**config.mk**
```make
export PLATFORM = sky130hd
export DESIGN_NAME = mc_ctrl
export DESIGN_NICKNAME = d
export VERILOG_FILES = /design/src/rtl/mc_ctrl_pkg.sv /design/src/rtl/mc_decode.sv /design/src/rtl/mc_ctrl.sv
export SDC_FILE = /design/constraint.sdc
export NUM_CORES = 1
export LEC_CHECK = 0
export ABC_AREA = 1
export ABC_CLOCK_PERIOD_IN_PS = 2210
export BUFFER_PORTS_ARGS = -buffer_cell sky130_fd_sc_hd__buf_2
export CAP_MARGIN = 20
export CORE_AREA = 2 2 64 66
export CTS_BUF_LIST = sky130_fd_sc_hd__clkbuf_4
export DETAILED_ROUTE_END_ITERATION = 8
export DIE_AREA = 0 0 66 68
export GPL_TIMING_DRIVEN = 0
export PLACE_DENSITY = 0.64
export SLEW_MARGIN = 5
export SYNTH_ARGS = -nofsm -noshare
export SYNTH_HDL_FRONTEND = slang
export SYNTH_SLANG_ARGS = --single-unit
```
**constraint.sdc**
```tcl
create_clock -name clk -period 2.21 [get_ports clk]
set_input_delay 0.442 -clock clk [delete_from_list [all_inputs] [get_ports clk]]
set_output_delay 0.442 -clock clk [all_outputs]
set_load 0.01 [all_outputs]
```
**src/rtl/mc_ctrl_pkg.sv**
```systemverilog
// Shared encodings for the multi-cycle MIPS control FSM: states, opcodes,
// funct codes, ALU ops, PC source selects, trap codes and the decode word.
package mc_ctrl_pkg;

  typedef enum logic [2:0] {
    ST_IDLE = 3'd0,
    ST_IF   = 3'd1,
    ST_ID   = 3'd2,
    ST_EX   = 3'd3,
    ST_MEM  = 3'd4,
    ST_WB   = 3'd5,
    ST_TRAP = 3'd6
  } state_t;

  localparam logic [5:0] OP_RTYPE = 6'h00;
  localparam logic [5:0] OP_BEQ   = 6'h04;
  localparam logic [5:0] OP_BNE   = 6'h05;
  localparam logic [5:0] OP_ADDIU = 6'h09;
  localparam logic [5:0] OP_SLTI  = 6'h0A;
  localparam logic [5:0] OP_SLTIU = 6'h0B;
  localparam logic [5:0] OP_ANDI  = 6'h0C;
  localparam logic [5:0] OP_ORI   = 6'h0D;
  localparam logic [5:0] OP_XORI  = 6'h0E;
  localparam logic [5:0] OP_LUI   = 6'h0F;
  localparam logic [5:0] OP_LW    = 6'h23;
  localparam logic [5:0] OP_SW    = 6'h2B;

  localparam logic [5:0] FN_ADDU = 6'h21;
  localparam logic [5:0] FN_SUBU = 6'h23;
  localparam logic [5:0] FN_AND  = 6'h24;
  localparam logic [5:0] FN_OR   = 6'h25;
  localparam logic [5:0] FN_SLT  = 6'h2A;

  typedef enum logic [3:0] {
    ALU_ADD  = 4'd0,
    ALU_SUB  = 4'd1,
    ALU_AND  = 4'd2,
    ALU_OR   = 4'd3,
    ALU_XOR  = 4'd4,
    ALU_SLT  = 4'd5,
    ALU_SLTU = 4'd6,
    ALU_LUI  = 4'd7
  } alu_op_t;

  localparam logic [1:0] PC_SEQ    = 2'd0;
  localparam logic [1:0] PC_BRANCH = 2'd1;

  localparam logic [1:0] TRAP_NONE    = 2'd0;
  localparam logic [1:0] TRAP_ILLEGAL = 2'd1;
  localparam logic [1:0] TRAP_BUS     = 2'd2;

  typedef struct packed {
    logic    s_ext_s;
    alu_op_t alu_op;
    logic    alu_src_imm;
    logic    reg_dst;
    logic    wb_sel;
    logic    is_branch;
    logic    br_ne;
    logic    is_load;
    logic    is_store;
    logic    illegal;
  } ctrl_t;

  function automatic logic is_req_state(input state_t s);
    return (s == ST_IF) || (s == ST_MEM);
  endfunction

endpackage

```
**src/rtl/mc_decode.sv**
```systemverilog
// Combinational opcode/funct decode into the per-instruction control word.
module mc_decode
  import mc_ctrl_pkg::*;
(
  input  logic [5:0] opcode,
  input  logic [5:0] funct,
  output ctrl_t      ctrl
);

  always_comb begin
    ctrl        = '0;
    ctrl.alu_op = ALU_ADD;
    case (opcode)
      OP_RTYPE: begin
        ctrl.reg_dst = 1'b1;
        case (funct)
          FN_ADDU: ctrl.alu_op = ALU_ADD;
          FN_SUBU: ctrl.alu_op = ALU_SUB;
          FN_AND:  ctrl.alu_op = ALU_AND;
          FN_OR:   ctrl.alu_op = ALU_OR;
          FN_SLT:  ctrl.alu_op = ALU_SLT;
          default: begin
            ctrl.reg_dst = 1'b0;
            ctrl.illegal = 1'b1;
          end
        endcase
      end
      OP_ADDIU: begin
        ctrl.s_ext_s = 1'b1; ctrl.alu_src_imm = 1'b1; ctrl.alu_op = ALU_ADD;
      end
      OP_SLTI: begin
        ctrl.s_ext_s = 1'b1; ctrl.alu_src_imm = 1'b1; ctrl.alu_op = ALU_SLT;
      end
      OP_SLTIU: begin
        ctrl.s_ext_s = 1'b1; ctrl.alu_src_imm = 1'b1; ctrl.alu_op = ALU_SLTU;
      end
      OP_ANDI: begin
        ctrl.alu_src_imm = 1'b1; ctrl.alu_op = ALU_AND;
      end
      OP_ORI: begin
        ctrl.alu_src_imm = 1'b1; ctrl.alu_op = ALU_OR;
      end
      OP_XORI: begin
        ctrl.alu_src_imm = 1'b1; ctrl.alu_op = ALU_XOR;
      end
      OP_LUI: begin
        ctrl.alu_src_imm = 1'b1; ctrl.alu_op = ALU_LUI;
      end
      OP_LW: begin
        ctrl.s_ext_s = 1'b1; ctrl.alu_src_imm = 1'b1; ctrl.alu_op = ALU_ADD;
        ctrl.is_load = 1'b1; ctrl.wb_sel = 1'b1;
      end
      OP_SW: begin
        ctrl.s_ext_s = 1'b1; ctrl.alu_src_imm = 1'b1; ctrl.alu_op = ALU_ADD;
        ctrl.is_store = 1'b1;
      end
      // Branches compare rs/rt by subtraction; alu_zero then picks the path.
      OP_BEQ: begin
        ctrl.s_ext_s = 1'b1; ctrl.alu_op = ALU_SUB; ctrl.is_branch = 1'b1;
      end
      OP_BNE: begin
        ctrl.s_ext_s = 1'b1; ctrl.alu_op = ALU_SUB; ctrl.is_branch = 1'b1;
        ctrl.br_ne = 1'b1;
      end
      default: ctrl.illegal = 1'b1;
    endcase
  end

endmodule

```
**src/rtl/mc_ctrl.sv**
```systemverilog
// Multi-cycle MIPS control FSM with req/ack memory port and bus timeout trap.
// Optional MC_CTRL_RETIRE_CNT_EN adds a 32-bit retired-instruction counter.
module mc_ctrl
  import mc_ctrl_pkg::*;
#(
  parameter int WAIT_MAX = 255,
  parameter int WAIT_W   = 8
) (
  input  logic        clk,
  input  logic        rst_n,
  input  logic [31:0] instr,
  input  logic        alu_zero,
  input  logic        mem_ack,
  output logic        mem_req,
  output logic        mem_we,
  output logic        mem_addr_sel,
  output logic        ir_we,
  output logic        pc_we,
  output logic [1:0]  pc_src,
  output logic        s_ext_s,
  output logic        alu_src_imm,
  output logic [3:0]  alu_op,
  output logic        reg_we,
  output logic        reg_dst,
  output logic        wb_sel,
  output logic [1:0]  trap,
  output logic [2:0]  state
`ifdef MC_CTRL_RETIRE_CNT_EN
  ,
  output logic [31:0] retired
`endif
);

  state_t             state_q, state_d;
  logic [WAIT_W-1:0]  cnt_q, cnt_d;
  logic [1:0]         trap_q, trap_d;
  ctrl_t              ctrl;
  logic               timeout;
  logic               br_taken;
  logic               unused_instr;

  mc_decode u_decode (
    .opcode (instr[31:26]),
    .funct  (instr[5:0]),
    .ctrl   (ctrl)
  );

  assign unused_instr = ^instr[25:6];

  // Counter holds the number of unacked request cycles already spent, so the
  // WAIT_MAX-th unacked cycle is the one that traps; an ack that cycle wins.
  assign timeout  = !mem_ack && (cnt_q == WAIT_W'(WAIT_MAX - 1));
  assign br_taken = ctrl.br_ne ^ alu_zero;

  always_comb begin
    state_d = state_q;
    trap_d  = trap_q;
    cnt_d   = '0;
    case (state_q)
      ST_IDLE: state_d = ST_IF;
      ST_IF: begin
        if (mem_ack) begin
          state_d = ST_ID;
        end else if (timeout) begin
          state_d = ST_TRAP;
          trap_d  = TRAP_BUS;
        end else begin
          cnt_d = cnt_q + WAIT_W'(1);
        end
      end
      ST_ID: begin
        if (ctrl.illegal) begin
          state_d = ST_TRAP;
          trap_d  = TRAP_ILLEGAL;
        end else begin
          state_d = ST_EX;
        end
      end
      ST_EX: begin
        if (ctrl.is_branch)                     state_d = ST_IF;
        else if (ctrl.is_load || ctrl.is_store) state_d = ST_MEM;
        else                                    state_d = ST_WB;
      end
      ST_MEM: begin
        if (mem_ack) begin
          state_d = ctrl.is_load ? ST_WB : ST_IF;
        end else if (timeout) begin
          state_d = ST_TRAP;
          trap_d  = TRAP_BUS;
        end else begin
          cnt_d = cnt_q + WAIT_W'(1);
        end
      end
      ST_WB:   state_d = ST_IF;
      ST_TRAP: state_d = ST_TRAP;
      default: state_d = ST_IDLE;
    endcase
  end

`ifdef MC_CTRL_RETIRE_CNT_EN
  logic [31:0] retired_q, retired_d;
  logic        retire;

  assign retire = (state_d == ST_IF) &&
                  ((state_q == ST_EX) || (state_q == ST_MEM) || (state_q == ST_WB));

  always_comb begin
    retired_d = retired_q;
    if (retire) retired_d = retired_q + 32'd1;
  end

  assign retired = retired_q;
`endif

  always_ff @(posedge clk or negedge rst_n) begin
    if (!rst_n) begin
      state_q   <= ST_IDLE;
      cnt_q     <= '0;
      trap_q    <= TRAP_NONE;
`ifdef MC_CTRL_RETIRE_CNT_EN
      retired_q <= '0;
`endif
    end else begin
      state_q   <= state_d;
      cnt_q     <= cnt_d;
      trap_q    <= trap_d;
`ifdef MC_CTRL_RETIRE_CNT_EN
      retired_q <= retired_d;
`endif
    end
  end

  // Strobes are a decode of the registered state, so reset kills mem_req at once.
  always_comb begin
    mem_req      = 1'b0;
    mem_we       = 1'b0;
    mem_addr_sel = 1'b0;
    ir_we        = 1'b0;
    pc_we        = 1'b0;
    pc_src       = PC_SEQ;
    s_ext_s      = 1'b0;
    alu_src_imm  = 1'b0;
    alu_op       = '0;
    reg_we       = 1'b0;
    reg_dst      = 1'b0;
    wb_sel       = 1'b0;
    case (state_q)
      ST_IF: begin
        mem_req = 1'b1;
        ir_we   = mem_ack;
        pc_we   = mem_ack;
      end
      ST_ID: s_ext_s = ctrl.s_ext_s;
      ST_EX: begin
        s_ext_s     = ctrl.s_ext_s;
        alu_src_imm = ctrl.alu_src_imm;
        alu_op      = ctrl.alu_op;
        if (ctrl.is_branch && br_taken) begin
          pc_we  = 1'b1;
          pc_src = PC_BRANCH;
        end
      end
      ST_MEM: begin
        mem_req      = 1'b1;
        mem_addr_sel = 1'b1;
        mem_we       = ctrl.is_store;
        s_ext_s      = ctrl.s_ext_s;
      end
      ST_WB: begin
        reg_we  = 1'b1;
        reg_dst = ctrl.reg_dst;
        wb_sel  = ctrl.wb_sel;
        s_ext_s = ctrl.s_ext_s;
      end
      default: ;
    endcase
  end

  assign trap  = trap_q;
  assign state = state_q;

  logic unused_req_state;
  assign unused_req_state = is_req_state(state_q);

endmodule

```
# Yosys cells after proc, flatten, opt, wreduce, memory -nomap -nowiden
# Cells that the tools add are included.
# Widths: inputs -> output; s select.
[totals]
output_inout_bits = 21
in_bits = 36
ff_bits = 13
word_cells = 88
[op_classes]
bitwise_logic = 1
muxes = 41
n_eq_ne = 26
n_reduce_logical = 16
n_addsub = 1
[ops]
columns = ["operator", "count"]
rows = [
  ["$eq 6x4->1 const B", 7],
  ["$eq 6x6->1 const B", 7],
  ["$mux 8", 3],
  ["$pmux 3 s8", 1],
  ["$mux 1", 22],
  ["$mux 3", 6],
  ["$pmux 3 s6", 1],
  ["$eq 6x3->1 const B", 2],
  ["$pmux 3 s4", 1],
  ["$reduce_or 11->1", 1],
  ["$eq 3x3->1 const B", 3],
  ["$reduce_or 9->1", 1],
  ["$add 8x1->8 const B", 1],
  ["$eq 8x8->1 const B", 1],
  ["$reduce_or 7->1", 1],
  ["$eq 3x2->1 const B", 2],
  ["$logic_not 6->1", 1],
  ["$mux 2", 3],
  ["$reduce_or 2->1", 3],
  ["$reduce_or 5->1", 1],
  ["$mux 4", 1],
  ["$ne 2x2->1 const B", 2],
  ["$pmux 1 s2", 2],
  ["$pmux 2 s2", 1],
  ["other kinds (10)", 11],
]

# Logic depth before layout (Yosys ltp)
[logic_depth]
depth_word = 6
mapped_depth = 11
ltp_nobuf = 11

# Modules after synthesis
# From an unflattened synthesis, not the netlist that was laid out.
[unflattened]
cells_unflattened = 195
hier_area_um2 = 1253.7
[modules_own_cells]
columns = ["module", "instances", "seq_area_each_um2", "area_per_inst_um2", "cells_each"]
rows = [
  ["mc_ctrl", 1, 325.3, 854.6, 120],
  ["mc_decode", 1, 0.0, 399.1, 75],
]

# Worst setup path before layout
# No wires, ideal clock.
[synth_path]
path_kind = "flip-flop to output port"
startpoint = "reg state_q[1], in the netlist state[1]"
endpoint = "out pc_we"
arrival_ns = 1.231
t_required_ns = 1.768
path_slack_ns = 0.537
n_path_buf = 0
path_stages_with_launch = 6
cell_sequence = "dfrtp_1 > inv_1 > nor2_1 > nand2_2 > a211oi_2 > or2_1"
[synth_via]
elab_chain_len = 2
word_cells_on_any_way = 3
cone_classes = "eq/ne (2); mux (1)"
[synth_rtl]
columns = ["element", "line", "text"]
rows = [
  ["start, declared", "mc_ctrl.sv:34", "state_t state_q, state_d;"],
  ["start signal, assigned", "mc_ctrl.sv:124", "state_q <= state_d;"],
  ["$eq 3x2->1 / $eq 3x1->1 (equally long branches)", "mc_ctrl.sv:147", "case (state_q)"],
  ["$pmux 1 s2 (*)", "mc_ctrl.sv:147", ""],
  ["end, declared", "mc_ctrl.sv:18", "output logic pc_we,"],
]
# Mark *: on every way between the ends. The rest lies on a longest branch, timed or not.

# Worst setup path in the final report
# Same ends and word-level chain as after synthesis.

==> run summary <==
Layout area overhead: 23.7%
Slowest stage cell, crit path: dfrtp_1
Reg clk slew, reported paths: 0.08 ns
Max cap viols: 0
Share of layout cells above drive strength 1: 0.312
Layout Cells excl Fill: 255
Pwr per Cell Area: 741 nW/um^2
Tot GR Track Use: 0.119
Critical path's top delay family: flip-flops
TNS Setup: 0 ns
Syn_area_per_cell: 6.70 um^2
Routed wire length: 2.51 mm
Crit-path max FO: 5
Final core occ: 0.357
Warnings, synthesis: 0
Worst setup path class: reg2out
Sequential Power Share: 0.345
Sw frac: 0.460
Die height: 68 um
Status: finished clean
PostCTS Resize Cnt: 0
Synth Cell Area: 1110 um^2
1st-pass router iterations: 4
Initial Util: 0.288
CTS tree: yes
Cell leakage power: 0.751 nW
Flops & latches, synth: 13
Cell internal pwr: 551 uW
Root Buffer: clkbuf_4
Post-synth top flop: dfrtp_1
Vias per std cell: 4.53
R2R Path Start: state[2]$_DFF_PN0_
Skew-Pair Late Insertion Delay: 0.27 ns
R2R Setup Slk: 0.84 ns
Dpl hpwl: 2.13 mm
EDFF count, synth: 0
Routed len/inst: 9.85 um
Initial antenna violation count: 0
Fin. max-slew vios: 0
Final Hold Viols: 0
Fill cells: 457
DR vias: 1155
Share of the synthesized area in the top cell type: 0.292
Core Area: 3860 um^2
Hold WC Path Type: in2async
WP buf/inv: 2
H-tree depth: 1
Gr ovfl total: 0
Cell with the most instances after synthesis: nand2_1
Area contributors post-synth: dfrtp_1 29%, nand2_1 11%, nor2_1 10%
RSZ-0062 raised after global routing: false
Clk pwr share: 0.140
Final setup skew: 0.00527 ns
Longest Clk Path Bufs: 2
Post-route DRC: 0
CP Cell Sequence: inv_1 -> nor2_1 -> nand2_2 -> a211oi_2 -> or2_1 -> buf_2
Post-CTS Hold Fix Bufs: 0
R2R depth: 8
Num rows: 23
# IOs: 57
Routability cong.: 0.849
Commonest cells post-synth: 32 x nand2_1, 30 x nor2_1, 24 x inv_1, 13 x dfrtp_1, 12 x nand3_1
Maximum VDD drop: 0.186 mV
Clock sink count: 13
Diode count: 0
Largest net degree at the start of global routing: 14
Req. time, crit path: 1.77 ns
Final setup violating endpoints: 0
Crit path largest cell delay: 0.42 ns
Post-detailed-route count of antenna-violating nets: 0
Nets@finish: 244
Power share of the combinational group: 0.516
Die area: 4490 um^2
Cells after Synth: 166
Reg-to-reg endpoint: trap[0]$_DFFE_PN0P_
Data arrival, critical path: 1.54 ns
DP Cell Count: 251
Synth area leader: dfrtp_1
Setup bufs post-CTS: 0
FFs w/ async S/R, synth: 1.00
NetSw: 469 uW
Buffers on Ports: 34
Period utilisation layout: 0.897
CP startpoint kind: flip-flop
Initial DRC Count: 35
Min cycle time layout: 1.98 ns
Fmax: 504 MHz
Die W: 66 um
Number of global-route vias before repair: 1027
Total power: 1.02 mW
Netlist cell types: 30
CTS Buf Count: 3
First-pass GRT wire length: 4.26 mm
CP Capture Type: output port
Register area share after synthesis: 0.292
[worst max path at each step]
stage	endpoint	cells after the start	startpoint
after floorplan	pc_we	5	state[1]$_DFF_PN0_
after global placement	alu_op[0]	9	instr[30]
after detailed placement	alu_op[0]	9	instr[30]
after CTS	pc_we	6	state[1]$_DFF_PN0_
after global routing	pc_we	6	state[1]$_DFF_PN0_
final	pc_we	6	state[1]$_DFF_PN0_
[metrics by stage]
step	hold slack, ns	setup WS [ns]	cell area [um^2]
after global routing	0.0418	0.0819	1380
final	0.0431	0.227	1380
after detailed placement	0.345	0.257	1350
after global placement	0.342	0.230	1350
after CTS	0.0392	0.200	1380
after floorplan	0.146	0.537	1120
[layout make-up]
class                   count  area (um^2)  share of cell area
clock inverters             1         5.00             0.00364
plain buffers               2         15.0              0.0109
inverters                  26         97.6              0.0709
multi-input cells         126          678               0.493
clock buffers               3         22.5              0.0164
flip-flops and latches     13          325               0.236
repair buffers             34          170               0.124
well taps                  50         62.6              0.0455
[kinds of logic (layout without fill, tap and decap cells)]
family	after synthesis	in the layout	share of synthesized area
fa+ha+maj	2	2	0.0225
buf+inv	28	66	0.101
xor+xnor	3	3	0.0236
simple gates	102	102	0.451
flops	13	13	0.292
compound gates	17	17	0.106
other cells	1	2	0.00337
[routing by layer]
metal / track usage / vias up / routed length (um)
met1: 0.159 / 517 / 1150
li1: - / 611 / -
met5: 0 / - / 0
met3: 0.0181 / 2 / 100
met4: 0.0383 / 0 / 19
met2: 0.199 / 25 / 1250
[cell usage in the layout, fill, tap and decap left out, types with 2 or more instances in the layout]
master and n:
nor2_2 5, o21ai_0 3, clkbuf_4 3, inv_2 2, ha_1 2, xor2_1 2
nand2_1 32, nand3_1 12, o211ai_1 3, conb_1 2, buf_2 34, o21ai_1 3
dfrtp_1 13, a211oi_1 2, nor3b_2 2, or2_1 2, buf_4 2, nor3_1 2
a211oi_2 2, nand2_2 7, nor2_1 30, a21oi_1 2, nand3_2 3, inv_1 24
nand4_1 3
[state kept, by name (all words and copies together), names as in the netlist]
register	count
state	3
trap	2
cnt_q	8
[power groups by stage]
stage               clock network [mW]  registers (mW)  logic (mW)
detailed placement                   0           0.357       0.536
CTS                              0.151           0.353       0.538
global route                     0.167           0.361       0.596
global placement                     0           0.359       0.531
finish                           0.143           0.352       0.526
floorplan                            0           0.366       0.345
No activity file was read; power rests on OpenSTA's default activity.
